==> src/rtl/pattern_timer_param_pkg.sv <==
// Shared types and helpers for the serial-triggered pattern timer.
// Imported by the interface, the prescaler and the top.
package pattern_timer_param_pkg;

    localparam int STATE_W = 2;

    typedef enum logic [STATE_W-1:0] {
        ST_IDLE  = 2'd0,
        ST_SHIFT = 2'd1,
        ST_COUNT = 2'd2,
        ST_DONE  = 2'd3
    } state_e;

    // Counter width for a modulus, never less than one bit.
    function automatic int min1_clog2(input int value);
        return (value <= 1) ? 1 : $clog2(value);
    endfunction

endpackage

==> src/rtl/pattern_timer_param_if.sv <==
// Stream, control and status signals of the pattern timer.
// The master drives data/ack/abort; the slave (timer) reports its status.
interface pattern_timer_param_if
    import pattern_timer_param_pkg::*;
#(
    parameter int DELAY_W = 4
);
    logic               data;
    logic               ack;
    logic               abort;
    logic               counting;
    logic               done;
    logic [DELAY_W-1:0] remaining;
    logic [DELAY_W-1:0] delay_value;
    logic [STATE_W-1:0] state;

    modport master (
        output data, ack, abort,
        input  counting, done, remaining, delay_value, state
    );

    modport slave (
        input  data, ack, abort,
        output counting, done, remaining, delay_value, state
    );
endinterface

==> src/rtl/pattern_timer_param_tick_prescaler.sv <==
// Free-running modulo-TICKS counter that pulses tick on its terminal count.
// clear has priority over en; with TICKS=1 tick simply follows en.
module tick_prescaler
    import pattern_timer_param_pkg::*;
#(
    parameter int TICKS = 1000
) (
    input  logic clk,
    input  logic clear,
    input  logic en,
    output logic tick
);
    localparam int                TICK_W = min1_clog2(TICKS);
    localparam logic [TICK_W-1:0] LAST   = TICK_W'(TICKS - 1);

    logic [TICK_W-1:0] count_q;
    logic [TICK_W-1:0] count_d;

    always_comb begin
        tick    = en && (count_q == LAST);
        count_d = count_q;
        if (clear) begin
            count_d = '0;
        end else if (en) begin
            count_d = tick ? '0 : count_q + 1'b1;
        end
    end

    always_ff @(posedge clk) begin
        count_q <= count_d;
    end
endmodule

==> src/rtl/pattern_timer_param.sv <==
// Serial-triggered timer: finds PATTERN in the data stream, shifts in a delay,
// counts (delay+1) units of TICKS_PER_UNIT cycles, then holds done until ack.
module pattern_timer_param
    import pattern_timer_param_pkg::*;
#(
    parameter int                   PATTERN_W      = 4,
    parameter logic [PATTERN_W-1:0] PATTERN        = 4'b1101,
    parameter int                   DELAY_W        = 4,
    parameter int                   TICKS_PER_UNIT = 1000
) (
    input  logic                 clk,
    input  logic                 reset,
    pattern_timer_param_if.slave bus
);
    localparam int               BIT_W    = min1_clog2(DELAY_W);
    localparam logic [BIT_W-1:0] LAST_BIT = BIT_W'(DELAY_W - 1);

    state_e               state_q, state_d;
    logic [PATTERN_W-2:0] hist_q, hist_d;
    logic [DELAY_W-1:0]   shift_q, shift_d;
    logic [DELAY_W-1:0]   delay_value_q, delay_value_d;
    logic [DELAY_W-1:0]   remaining_q, remaining_d;
    logic [BIT_W-1:0]     bit_cnt_q, bit_cnt_d;

    logic [PATTERN_W-1:0] window;
    logic [DELAY_W:0]     shift_window;
    logic                 match;
    logic                 unit_tick;
    logic                 prescale_clear;

    // The window includes the bit being sampled now, so the match edge itself enters SHIFT.
    always_comb begin
        window         = {hist_q, bus.data};
        match          = (window == PATTERN);
        shift_window   = {shift_q, bus.data};
        prescale_clear = reset || (state_q != ST_COUNT) || bus.abort;

        state_d       = state_q;
        hist_d        = '0;
        shift_d       = shift_q;
        bit_cnt_d     = bit_cnt_q;
        delay_value_d = delay_value_q;
        remaining_d   = remaining_q;

        case (state_q)
            ST_IDLE: begin
                hist_d      = window[PATTERN_W-2:0];
                shift_d     = '0;
                bit_cnt_d   = '0;
                remaining_d = '0;
                if (match) begin
                    hist_d  = '0;
                    state_d = ST_SHIFT;
                end
            end
            ST_SHIFT: begin
                if (bus.abort) begin
                    bit_cnt_d   = '0;
                    remaining_d = '0;
                    state_d     = ST_IDLE;
                end else begin
                    shift_d   = shift_window[DELAY_W-1:0];
                    bit_cnt_d = bit_cnt_q + 1'b1;
                    if (bit_cnt_q == LAST_BIT) begin
                        delay_value_d = shift_window[DELAY_W-1:0];
                        remaining_d   = shift_window[DELAY_W-1:0];
                        bit_cnt_d     = '0;
                        state_d       = ST_COUNT;
                    end
                end
            end
            // Abort outranks the final unit wrap, so done never rises on an aborted run.
            ST_COUNT: begin
                if (bus.abort) begin
                    remaining_d = '0;
                    state_d     = ST_IDLE;
                end else if (unit_tick) begin
                    if (remaining_q == '0) begin
                        state_d = ST_DONE;
                    end else begin
                        remaining_d = remaining_q - 1'b1;
                    end
                end
            end
            ST_DONE: begin
                remaining_d = '0;
                if (bus.ack) begin
                    state_d = ST_IDLE;
                end
            end
            default: begin
                state_d = ST_IDLE;
            end
        endcase
    end

    always_ff @(posedge clk) begin
        if (reset) begin
            state_q       <= ST_IDLE;
            hist_q        <= '0;
            shift_q       <= '0;
            bit_cnt_q     <= '0;
            delay_value_q <= '0;
            remaining_q   <= '0;
        end else begin
            state_q       <= state_d;
            hist_q        <= hist_d;
            shift_q       <= shift_d;
            bit_cnt_q     <= bit_cnt_d;
            delay_value_q <= delay_value_d;
            remaining_q   <= remaining_d;
        end
    end

    tick_prescaler #(
        .TICKS (TICKS_PER_UNIT)
    ) u_prescaler (
        .clk   (clk),
        .clear (prescale_clear),
        .en    (state_q == ST_COUNT),
        .tick  (unit_tick)
    );

    assign bus.counting    = (state_q == ST_COUNT);
    assign bus.done        = (state_q == ST_DONE);
    assign bus.remaining   = remaining_q;
    assign bus.delay_value = delay_value_q;
    assign bus.state       = state_q;
endmodule

==> src/flat_wrapper.sv <==
// flat-port wrapper written by rule: the top's interface ports become plain ports
module pattern_timer_param_flat import pattern_timer_param_pkg::*;
#(
    parameter int                   PATTERN_W      = 4,
    parameter logic [PATTERN_W-1:0] PATTERN        = 4'b1101,
    parameter int                   DELAY_W        = 4,
    parameter int                   TICKS_PER_UNIT = 1000
)
  (clk, reset, bus_data, bus_ack, bus_abort, bus_counting, bus_done, bus_remaining, bus_delay_value, bus_state);
  pattern_timer_param_if #(.DELAY_W(DELAY_W)) bus_i ();
  input  logic clk;
  input  logic reset;
  input wire logic [$bits(bus_i.data)-1:0] bus_data;
  input wire logic [$bits(bus_i.ack)-1:0] bus_ack;
  input wire logic [$bits(bus_i.abort)-1:0] bus_abort;
  output wire logic [$bits(bus_i.counting)-1:0] bus_counting;
  output wire logic [$bits(bus_i.done)-1:0] bus_done;
  output wire logic [$bits(bus_i.remaining)-1:0] bus_remaining;
  output wire logic [$bits(bus_i.delay_value)-1:0] bus_delay_value;
  output wire logic [$bits(bus_i.state)-1:0] bus_state;
  assign bus_i.data = bus_data;
  assign bus_i.ack = bus_ack;
  assign bus_i.abort = bus_abort;
  assign bus_counting = bus_i.counting;
  assign bus_done = bus_i.done;
  assign bus_remaining = bus_i.remaining;
  assign bus_delay_value = bus_i.delay_value;
  assign bus_state = bus_i.state;
  pattern_timer_param #(.PATTERN_W(PATTERN_W), .PATTERN(PATTERN), .DELAY_W(DELAY_W), .TICKS_PER_UNIT(TICKS_PER_UNIT)) u_core (.clk(clk), .reset(reset), .bus(bus_i));
endmodule
==> config.mk <==
export PLATFORM = sky130hd
export DESIGN_NAME = pattern_timer_param_flat
export DESIGN_NICKNAME = d
export VERILOG_FILES = /design/src/rtl/pattern_timer_param_pkg.sv /design/src/rtl/pattern_timer_param_if.sv /design/src/rtl/pattern_timer_param_tick_prescaler.sv /design/src/rtl/pattern_timer_param.sv /design/src/flat_wrapper.sv
export SDC_FILE = /design/constraint.sdc
export NUM_CORES = 1
export LEC_CHECK = 0
export CAP_MARGIN = 25
export CORE_ASPECT_RATIO = 1.25
export CORE_MARGIN = 2
export CORE_UTILIZATION = 40
export DETAILED_ROUTE_END_ITERATION = 8
export MAX_ROUTING_LAYER = met4
export PLACE_DENSITY = 0.62
export SYNTH_ARGS = -nofsm -noshare
export SYNTH_HDL_FRONTEND = slang
export SYNTH_HIERARCHICAL = 1
export SYNTH_SLANG_ARGS = --single-unit
==> constraint.sdc <==
create_clock -name clk -period 2.89 [get_ports clk]
set_input_delay 0.578 -clock clk [delete_from_list [all_inputs] [get_ports clk]]
set_output_delay 0.578 -clock clk [all_outputs]
set_load 0.005 [all_outputs]
==> metrics.md, run 1 <==
| Metric | Value |
|---|---|
| Post-route DRC | `0` |
| WL final | `3040 microns` |
| Synth Area in Simple Gates | `0.276` |
| Critical path class | `in2reg` |
| Setup slack after placement | `between 300 and 400 ps` |
| Result of the run | `finished clean` |
| Initial antenna violation count | `0` |
| Fmax | `about 440 MHz` |
| Worst Min Path Start | `u_core/hist_q[1]` |
| Row cnt | `24` |
| VDD IR max | `~0.23 mV` |
| HPWL after DPL | `~2200 microns` |
| Leading cell type in the layout, fill and taps excluded | `dfxtp_1` |
| R2R setup slack | `between 700 and 800 ps` |
| R2R depth | `7` |
| Number of detailed-route iterations in the first pass | `4` |
| Die height | `between 70 and 80 microns` |
| Filler cell count | `340` |
| Post-route minimum period | `between 2000 and 2500 ps` |
| Yosys reg bits | `28` |
| Share of layout cells above drive strength 1 | `0.111` |
| CTS root buffer | `clkbuf_8` |
| Synthesis-to-layout area growth | `21.0%` |
| CTS tree | `done` |
| Worst Hold Depth | `1` |
| Hold Crit Endpoint | `u_core/hist_q[2]` |
| Final hold viol count | `0` |
| PostCTS Resize Cnt | `0` |
| RR Endpoint | `u_core/bus.remaining[0]` |
| CP startpoint kind | `input pin` |
| Antenna diodes | `0` |
| Worst hold slack | `between 400 and 500 ps` |
| Postcts setup bufs | `0` |
| Crit path max-delay cell type | `clkdlybuf4s50_1` |
| Total global routing track utilization | `0.170` |
| Via count | `around 1200` |
| Area fraction in compound gates after synthesis | `0.191` |
| Antenna-violating nets left | `0` |
| Port buffer count | `16` |
| Worst endpoint required time | `between 3000 and 4000 ps` |
| H-tree level count | `1` |
| Die X | `about 57 microns` |
| CTS Buffer Depth | `2` |
| Async set-reset flop share out of synthesis | `0` |
| Vias in the first global route | `about 1200` |
| Final setup fails | `0` |
| GPL Wtd Cong | `0.755` |
| Clock sink count | `28` |
| Skew-Pair Late Insertion Delay | `270 ps` |
| Number of instances in the placed design | `slightly above 200` |
| Synth Flop Type | `dfxtp_1` |
| Num ports | `17` |
| Leakage | `a little over 0.6 nW` |
| CP Max Fanout | `12` |
| Yosys Warn Count | `6` |
| RSZ-0062 raised after global routing | `no` |
| Worst Tran Pin Value | `approximately 430 ps` |
| Final period util | `0.779` |
| Area of the mapped netlist | `0.00140 sq mm` |
| GR Overflow Total | `0` |
| Synth Instances | `152` |
| Post-Synth Adder-Cell Area | `0.0357` |
| Power per cell area | `between 400 and 500 mW/mm^2` |
| Synth Area per Inst | `~9.2 sq um` |
| Initial Utilization | `0.409` |
| CTS clk-pin slew, worst paths | `around 90 ps` |
| Fin. max-slew vios | `0` |
| Worst r2r src | `u_core/u_prescaler/count_q[0]` |
| CP max stage delay | `around 600 ps` |
| Layout net count | `about 180` |
| Layout Skew | `~5 ps` |
| Register area share after synthesis | `0.400` |
| Commonest non-fill, non-tap cells in the layout | `28 x dfxtp_1, 18 x nor2_1, 16 x clkdlybuf4s50_1` |
| Synth Net Count | `~160` |
| Post-synthesis xor/xnor area fraction | `0.0250` |
| Routed WL per cell | `14.5 microns` |
| Largest net degree at the start of global routing | `19` |
| Utilization after layout | `0.495` |
| Post-route cell area | `0.00169 sq mm` |
| Core region area | `0.00342 sq mm` |
| Setup TNS | `0 ps` |
| Hold Path Class | `reg2reg` |
| Crit path cell chain | `clkdlybuf4s50_1, or3b_1, or2_2, inv_1, o41ai_4, a21oi_1` |
| Via/cell ratio | `approximately 5.6` |
| # hold bufs at CTS | `0` |
| Final instance count without filler cells | `210` |
| Number of synthesized flops with an enable pin | `0` |
| Pwr Total | `0.714 mW` |
| Netlist cell types | `43` |
| Max-Slew Margin vs Limit | `0.714` |
| CTS Buf Count | `3` |
| Critical path data arrival time | `around 2500 ps` |
| Die area | `approximately 0.004 sq mm` |
| First-pass GRT wire length | `5280 microns` |
| Initial DRC count | `24` |
| Setup slack after layout | `639 ps` |
| Total placed instance area | `0.00162 sq mm` |
| Max cap viols | `0` |
| Largest family of logic cells by synthesized area | `simple AND/OR/NAND/NOR gates` |
| Critical Path Sink Type | `flop` |
| Post-synthesis mux area share | `0.0357` |
[critical path: cells and delay by family]
| family | cells | cell delay (ps) |
|---|---|---|
| AO/OA/AOI/OAI | 2 | 280 |
| buffers and inverters | 2 | 770 |
| AND/OR/NAND/NOR | 2 | 830 |
[metal layers]
metal | wire [microns] | global-route usage | up-vias | share of wire
li1 | - | - | 596 | -
met1 | 1380 | 0.194 | 555 | 0.45
met2 | 1540 | 0.295 | 25 | 0.50
met3 | 89 | 0.0241 | 4 | 0.029
met4 | 40 | 0.0646 | 0 | 0.013
met5 | 0 | - | - | 0
[cell usage after synthesis, drive strengths merged, types with 2 or more instances]
cell type,count,area share
dfxtp,28,0.40
nor2,18,0.048
a21oi,7,0.025
nand2,6,0.016
o21ai,6,0.021
and2,5,0.022
inv,5,0.013
mux2i,5,0.036
a211oi,4,0.021
a22oi,4,0.021
clkbuf,4,0.012
ha,4,0.036
nand4,4,0.033
xor2,4,0.025
a22o,3,0.019
buf,3,0.011
nand2b,3,0.013
nand3b,3,0.016
nor3,3,0.011
nor3b,3,0.016
o31ai,3,0.016
or4,3,0.016
a21o,2,0.011
a221oi,2,0.013
nand3,2,0.0071
nor2b,2,0.0089
or2,2,0.0089
or3,2,0.0098
or3b,2,0.013
or4b,2,0.014
[registers in the layout (all words and copies together), names as in the netlist]
register / count
u_core/bus.remaining: 4
u_core/bit_cnt_q: 2
u_core/bus.delay_value: 4
u_core/u_prescaler/count_q: 10
u_core/bus.state: 2
u_core/shift_q: 3
u_core/hist_q: 3
[kinds of logic (layout without fill, tap and decap cells)]
family                   Yosys count  count (layout)
AND/OR/NAND/NOR                   63              63
AO/OA/AOI/OAI                     36              36
flip-flops                        28              28
buffers and inverters             12              31
multiplexers                       5               5
adder cells (fa/ha/maj)            4               4
XOR/XNOR                           4               4
[report_power, final]
part | leakage, nW | total (mW) | switching [mW] | internal, mW
clock | 0.0357 | 0.305 | 0.120 | 0.185
combinational | 0.344 | 0.0204 | 0.0109 | 0.00953
sequential | 0.226 | 0.388 | 0.000855 | 0.388
total | 0.606 | 0.714 | 0.132 | 0.583
[layout make-up]
cell class                      count  area, sq um  share of cell area
Clock buffer                        3         41.3              0.0244
Clock inverter                      1         30.0              0.0177
Timing Repair Buffer               22          205               0.121
Sequential cell                    28          561               0.331
Inverter                            5         18.8              0.0111
Multi-Input combinational cell    112          790               0.466
Tap cell                           39         48.8              0.0288
[worst max-delay path by stage]
| stage | end | startpoint | cells after the start | slack, ps |
|---|---|---|---|---|
| after floorplan | u_core/bus.remaining[0] | u_core/bus.state[1] | 9 | 700 |
| after global placement | u_core/u_prescaler/count_q[6] | bus_abort | 6 | 470 |
| after detailed placement | u_core/u_prescaler/count_q[6] | bus_abort | 6 | 380 |
| after CTS | u_core/u_prescaler/count_q[6] | bus_abort | 6 | 660 |
| after global routing | u_core/u_prescaler/count_q[8] | bus_abort | 6 | 540 |
| final | u_core/u_prescaler/count_q[6] | bus_abort | 6 | 640 |
Note: power is estimated with default switching activity, not from simulation.
==> inputs of run 2 (changes only) <==
--- a/config.mk
+++ b/config.mk
@@ -11,7 +11,7 @@
 export CORE_UTILIZATION = 40
 export DETAILED_ROUTE_END_ITERATION = 8
 export MAX_ROUTING_LAYER = met4
-export PLACE_DENSITY = 0.62
+export PLACE_DENSITY = 0.64
 export SYNTH_ARGS = -nofsm -noshare
 export SYNTH_HDL_FRONTEND = slang
 export SYNTH_HIERARCHICAL = 1
==> constraint.sdc (replaced) <==
create_clock -name clk -period 1.8 [get_ports clk]
set_input_delay 0.36 -clock clk [delete_from_list [all_inputs] [get_ports clk]]
set_output_delay 0.36 -clock clk [all_outputs]
set_load 0.005 [all_outputs]
==> run 2 against run 1 <==
Worst hold slack got worse by 5.3 ps. Critical path depth fell by 3. Utilization rose by 5.4 points. Cell count rose by 9.0%. Combinational power rose by 80%. Power rose by 46%. Clock skew fell by 2.5 ps. Critical path type is now reg2out. Critical endpoint is now bus_state[1]. Highest routed layer unchanged.
==> metrics.md, run 2 (synthesis gave the netlist of run 1 again) <==
| Metric | Value |
|---|---|
| Largest net degree at the start of global routing | `17` |
| Via/cell ratio | `roughly 5.6` |
| CP startpoint kind | `flop` |
| Max cap viols | `0` |
| H-tree level count | `1` |
| Clock sink count | `28` |
| Die area | `0.00399 sq mm` |
| Post-route cell area | `approximately 0.0019 sq mm` |
| Final hold viol count | `0` |
| # hold bufs at CTS | `0` |
| Largest Register | `u_core/u_prescaler/count_q` |
| Sw Pwr | `roughly 0.21 mW` |
| Layout Skew | `2.47 ps` |
| CTS Buffer Depth | `2` |
| Fin. max-slew vios | `0` |
| Total placed instance area | `0.00176 sq mm` |
| CTS clk-pin slew, worst paths | `~90 ps` |
| Power per cell area | `about 560 mW/mm^2` |
| Pwr Total | `around 1.0 mW` |
| Layout net count | `200` |
| VDD IR max | `between 0.3 and 0.4 mV` |
| Max FFs per register | `10` |
| Clock power share | `0.369` |
| Initial antenna violation count | `0` |
| HPWL after DPL | `2460 microns` |
| Utilization after layout | `0.549` |
| Skew-Pair Late Insertion Delay | `270 ps` |
| Die X | `around 57 microns` |
| Critical path class | `reg2out` |
| Number of detailed-route iterations in the first pass | `4` |
| Total global routing track utilization | `0.189` |
| Max-Slew Margin vs Limit | `0.739` |
| Post-route minimum period | `roughly 1700 ps` |
| Fmax | `578 MHz` |
| GR Overflow Total | `0` |
| Vias in the first global route | `around 1400` |
| Initial Utilization | `0.409` |
| Routed WL per cell | `approximately 15 microns` |
| Via count | `around 1300` |
| Final period util | `0.961` |
| GPL Wtd Cong | `0.813` |
| Num ports | `17` |
| Port buffer count | `16` |
| CTS Buf Count | `3` |
| Number of instances in the placed design | `220` |
| Final setup fails | `0` |
| Leakage | `between 0.7 and 0.8 nW` |
| Int Pwr | `~0.83 mW` |
| Antenna diodes | `0` |
| Share of layout cells above drive strength 1 | `0.232` |
| Critical path data arrival time | `1370 ps` |
| Post-route DRC | `0` |
| Switching part of the total | `0.201` |
| Die height | `~70 microns` |
| Gate power share | `0.035` |
| CP Max Fanout | `5` |
| Reg power frac | `0.596` |
| Critical Path Sink Type | `output pin` |
| Hold Path Class | `reg2reg` |
| Commonest non-fill, non-tap cells in the layout | `26 x dfxtp_1, 23 x buf_4, 18 x nor2_1` |
| RSZ-0062 raised after global routing | `no` |
| Final instance count without filler cells | `approximately 230` |
| Row cnt | `24` |
| Initial DRC count | `40` |
| First-pass GRT wire length | `~6000 microns` |
| CTS tree | `done` |
| Worst endpoint required time | `around 1400 ps` |
| Antenna-violating nets left | `0` |
| Worst Tran Pin Value | `391 ps` |
| Core region area | `0.00342 sq mm` |
| CTS root buffer | `clkbuf_8` |
| Leading cell type in the layout, fill and taps excluded | `dfxtp_1` |
| WL final | `3340 microns` |
| Synthesis-to-layout area growth | `34.2%` |
| Result of the run | `finished clean` |
[run 2: changes by cell type in the layout (fill, tap and decap cells not counted), moves of 2 or more]
cell / before / now
clkdlybuf4s50_1: 16 / 13
buf_4: 6 / 23
dfxtp_1: 28 / 26
buf_6: 0 / 2
dlymetal6s2s_1: 0 / 2
inv_1: 5 / 3
[run 2: path summary, 6_finish.rpt]
path	startpoint	end	slack, ps	cells past startpoint
setup / recovery	u_core/bus.state[1]	bus_state[1]	70	3
hold / removal	u_core/hist_q[0]	u_core/hist_q[1]	460	1
setup reg to reg	u_core/u_prescaler/count_q[0]	u_core/bus.remaining[3]	90	7
hold reg to reg	u_core/hist_q[0]	u_core/hist_q[1]	460	1
[run 2: critical path: stages (launching register included)]
cell,delay (ps)
dfxtp_4,400
buf_6,120
buf_4,90
clkdlybuf4s50_1,490
[run 2: layout make-up]
type / count / area [sq um]
tap: 39 / 48.8
inverter: 5 / 21.3
timing repair buffer: 41 / 359
sequential: 28 / 566
clock buffer: 4 / 55.1
fill: 322 / 1540
multi-input combinational: 112 / 830
[run 2: stage by stage]
stage,hold slack [ps],worst slack [ps],TNS [ps]
final,461,70.5,0
after global routing,492,2.74,0
after CTS,471,23.4,0
after detailed placement,448,-214,-2790
after global placement,432,-214,-2580
after floorplan,420,26.8,0
[run 2: power groups by stage]
stage               Combinational [mW]  Sequential [mW]  Clock, mW
finish                          0.0367            0.622      0.385
global placement                0.0352            0.638          0
global route                    0.0404            0.623      0.424
CTS                             0.0369            0.622      0.404
detailed placement              0.0366            0.638          0
floorplan                       0.0169            0.638          0
[run 2: per-layer routing]
metal  track usage  vias up  wire length, microns
met3        0.0259        4                    70
met2         0.327       21                  1790
li1              -      632                     -
met4        0.0749        0                    47
met1         0.218      623                  1430
met5             -        -                     0
[run 2: timing repair]
item | in CTS | in global routing
pin swaps | 0 | 1
setup endpoints to repair | 3 | 8
resized for setup | 6 | 6
buffers inserted | 5 | 0
hold endpoints to repair | 0 | 0
==> inputs of run 3 (changes only) <==
--- a/config.mk
+++ b/config.mk
@@ -10,8 +10,10 @@
 export CORE_MARGIN = 2
 export CORE_UTILIZATION = 40
 export DETAILED_ROUTE_END_ITERATION = 8
+export DONT_BUFFER_PORTS = 1
 export MAX_ROUTING_LAYER = met4
-export PLACE_DENSITY = 0.64
+export PLACE_DENSITY = 0.57
+export SKIP_CTS_REPAIR_TIMING = 1
 export SYNTH_ARGS = -nofsm -noshare
 export SYNTH_HDL_FRONTEND = slang
 export SYNTH_HIERARCHICAL = 1
==> run 3 against run 2 <==
Power fell by 1.6%. Worst setup slack better by 33 ps. Global-route usage down 1.8 points. Utilization down 7.1 points. Cell count decreased by 12%. Via count is 6.7% lower. Fmax increased by 1.9%. Sequential power about the same. Critical endpoint is now u_core/u_prescaler/count_q[7]. Largest power group unchanged.
==> metrics.md, run 3 (synthesis gave the netlist of run 1 again) <==
| Metric | Value |
|---|---|
| Leakage | `roughly 0.6 nW` |
| CP Max Fanout | `9` |
| Pwr Total | `1.03 mW` |
| Power per cell area | `628 mW/mm^2` |
| Antenna diodes | `0` |
| Via/cell ratio | `around 5.9` |
| VDD IR max | `0.520 mV` |
| Clock power share | `0.382` |
| Core region area | `approximately 0.0034 sq mm` |
| Die X | `approximately 57 microns` |
| Gate power share | `0.012` |
| Post-route cell area | `0.00164 sq mm` |
| Final period util | `0.942` |
| CTS root buffer | `clkbuf_8` |
| Num ports | `17` |
| Worst endpoint required time | `about 2000 ps` |
| Crit path max-delay cell type | `or4_1` |
| Skew-Pair Late Insertion Delay | `between 200 and 300 ps` |
| Worst Tran Pin Value | `~410 ps` |
| Antenna-violating nets left | `0` |
| Vias in the first global route | `1181` |
| CP startpoint kind | `flop` |
| Worst r2r src | `u_core/bus.state[0]` |
| Critical path data arrival time | `between 1500 and 2000 ps` |
| Final setup fails | `0` |
| First-pass GRT wire length | `between 5000 and 6000 microns` |
| R2R depth | `6` |
| Switching part of the total | `0.199` |
| Crit path cell chain | `nand2b_4, inv_1, buf_4, nand4_4, or4_1, a21oi_1` |
| Max FFs per register | `10` |
| Largest Register | `u_core/u_prescaler/count_q` |
| HPWL after DPL | `2360 microns` |
| Initial antenna violation count | `0` |
| GR Overflow Total | `0` |
| Via count | `between 1000 and 1500` |
| Int Pwr | `about 0.82 mW` |
| Critical Path Sink Type | `flop` |
| CP max stage delay | `500 ps` |
| Worst Min Path Start | `reset` |
| CTS tree | `done` |
| Max cap viols | `0` |
| Routed WL per cell | `~16 microns` |
| Row cnt | `24` |
| Commonest non-fill, non-tap cells in the layout | `25 x dfxtp_1, 18 x nor2_1, 13 x buf_4` |
| Largest net degree at the start of global routing | `18` |
| R2R setup slack | `100 ps` |
| Fin. max-slew vios | `0` |
| Post-route DRC | `0` |
| Layout Skew | `roughly 4.4 ps` |
| Max-Slew Margin vs Limit | `0.727` |
| Sw Pwr | `between 0.2 and 0.25 mW` |
| Critical path class | `reg2reg` |
| Synthesis-to-layout area growth | `17.0%` |
| Top delay family on crit path | `simple AND/OR/NAND/NOR gates` |
| Die height | `70.1 microns` |
| RR Endpoint | `u_core/u_prescaler/count_q[7]` |
| Die area | `roughly 0.004 sq mm` |
| Leading cell type in the layout, fill and taps excluded | `dfxtp_1` |
| Initial Utilization | `0.409` |
| Initial DRC count | `37` |
| Final hold viol count | `0` |
| Port buffer count | `0` |
| Total placed instance area | `0.00153 sq mm` |
| Hold Path Class | `in2reg` |
| Clock sink count | `28` |
| Hold Crit Endpoint | `u_core/bus.state[0]` |
| Post-route minimum period | `~1700 ps` |
| Worst Hold Depth | `1` |
| Reg power frac | `0.606` |
| Layout net count | `172` |
| Total global routing track utilization | `0.172` |
| WL final | `roughly 3300 microns` |
| Fmax | `approximately 590 MHz` |
| GPL Wtd Cong | `0.767` |
| Number of detailed-route iterations in the first pass | `4` |
| CP Buf/Inv Count | `2` |
| Share of layout cells above drive strength 1 | `0.216` |
| CTS Buf Count | `3` |
| CTS clk-pin slew, worst paths | `100 ps` |
| Result of the run | `finished clean` |
| H-tree level count | `1` |
| CTS Buffer Depth | `2` |
## run 3: cell type report
| class | count | area, sq um |
|---|---|---|
| fill | 348 | 1790 |
| multi-input combinational | 112 | 851 |
| tap | 39 | 48.8 |
| sequential | 28 | 567 |
| timing repair buffer | 13 | 97.6 |
| clock buffer | 4 | 55.1 |
| inverter | 5 | 18.8 |
## run 3: worst max-delay path by stage
stage	from	end	slack (ps)	cells after the start
global route	u_core/bus.state[0]	u_core/u_prescaler/count_q[7]	-0.5	6
detailed placement	u_core/u_prescaler/count_q[1]	u_core/bus.remaining[1]	50	7
floorplan	u_core/bus.state[0]	u_core/bus.remaining[0]	30	9
global placement	u_core/u_prescaler/count_q[1]	u_core/bus.remaining[3]	110	7
CTS	u_core/u_prescaler/count_q[1]	u_core/bus.remaining[1]	20	7
finish	u_core/bus.state[0]	u_core/u_prescaler/count_q[7]	100	6
## run 3: stage by stage
step	utilization	setup TNS [ps]	std cells	worst slack, ps	hold slack (ps)
2_1_floorplan	-	0	152	26.8	420
3_3_place_gp	0.447	0	195	106	429
3_5_place_dp	0.447	0	195	50.0	431
4_1_cts	0.463	0	199	23.6	131
5_1_grt	0.478	-0.580	201	-0.523	122
6_report	0.478	0	201	104	138
## run 3: worst reg2reg max path: stages, from the launching register on
cell,delay [ps]
dfxtp_4,370
nand2b_4,160
inv_1,110
buf_4,180
nand4_4,140
or4_1,500
a21oi_1,170
## run 3: power groups by stage
stage / Combinational (mW) / Sequential, mW / Clock [mW]
after floorplan: 0.0169 / 0.638 / 0
after detailed placement: 0.0107 / 0.639 / 0
after CTS: 0.0108 / 0.624 / 0.407
after global routing: 0.0140 / 0.624 / 0.436
after global placement: 0.0106 / 0.638 / 0
final: 0.0121 / 0.623 / 0.393
## run 3: routing by layer
layer | track usage | wire, microns
met1 | 0.194 | 1360
met4 | 0.0465 | 38
met5 | - | 0
met2 | 0.307 | 1760
met3 | 0.0296 | 99
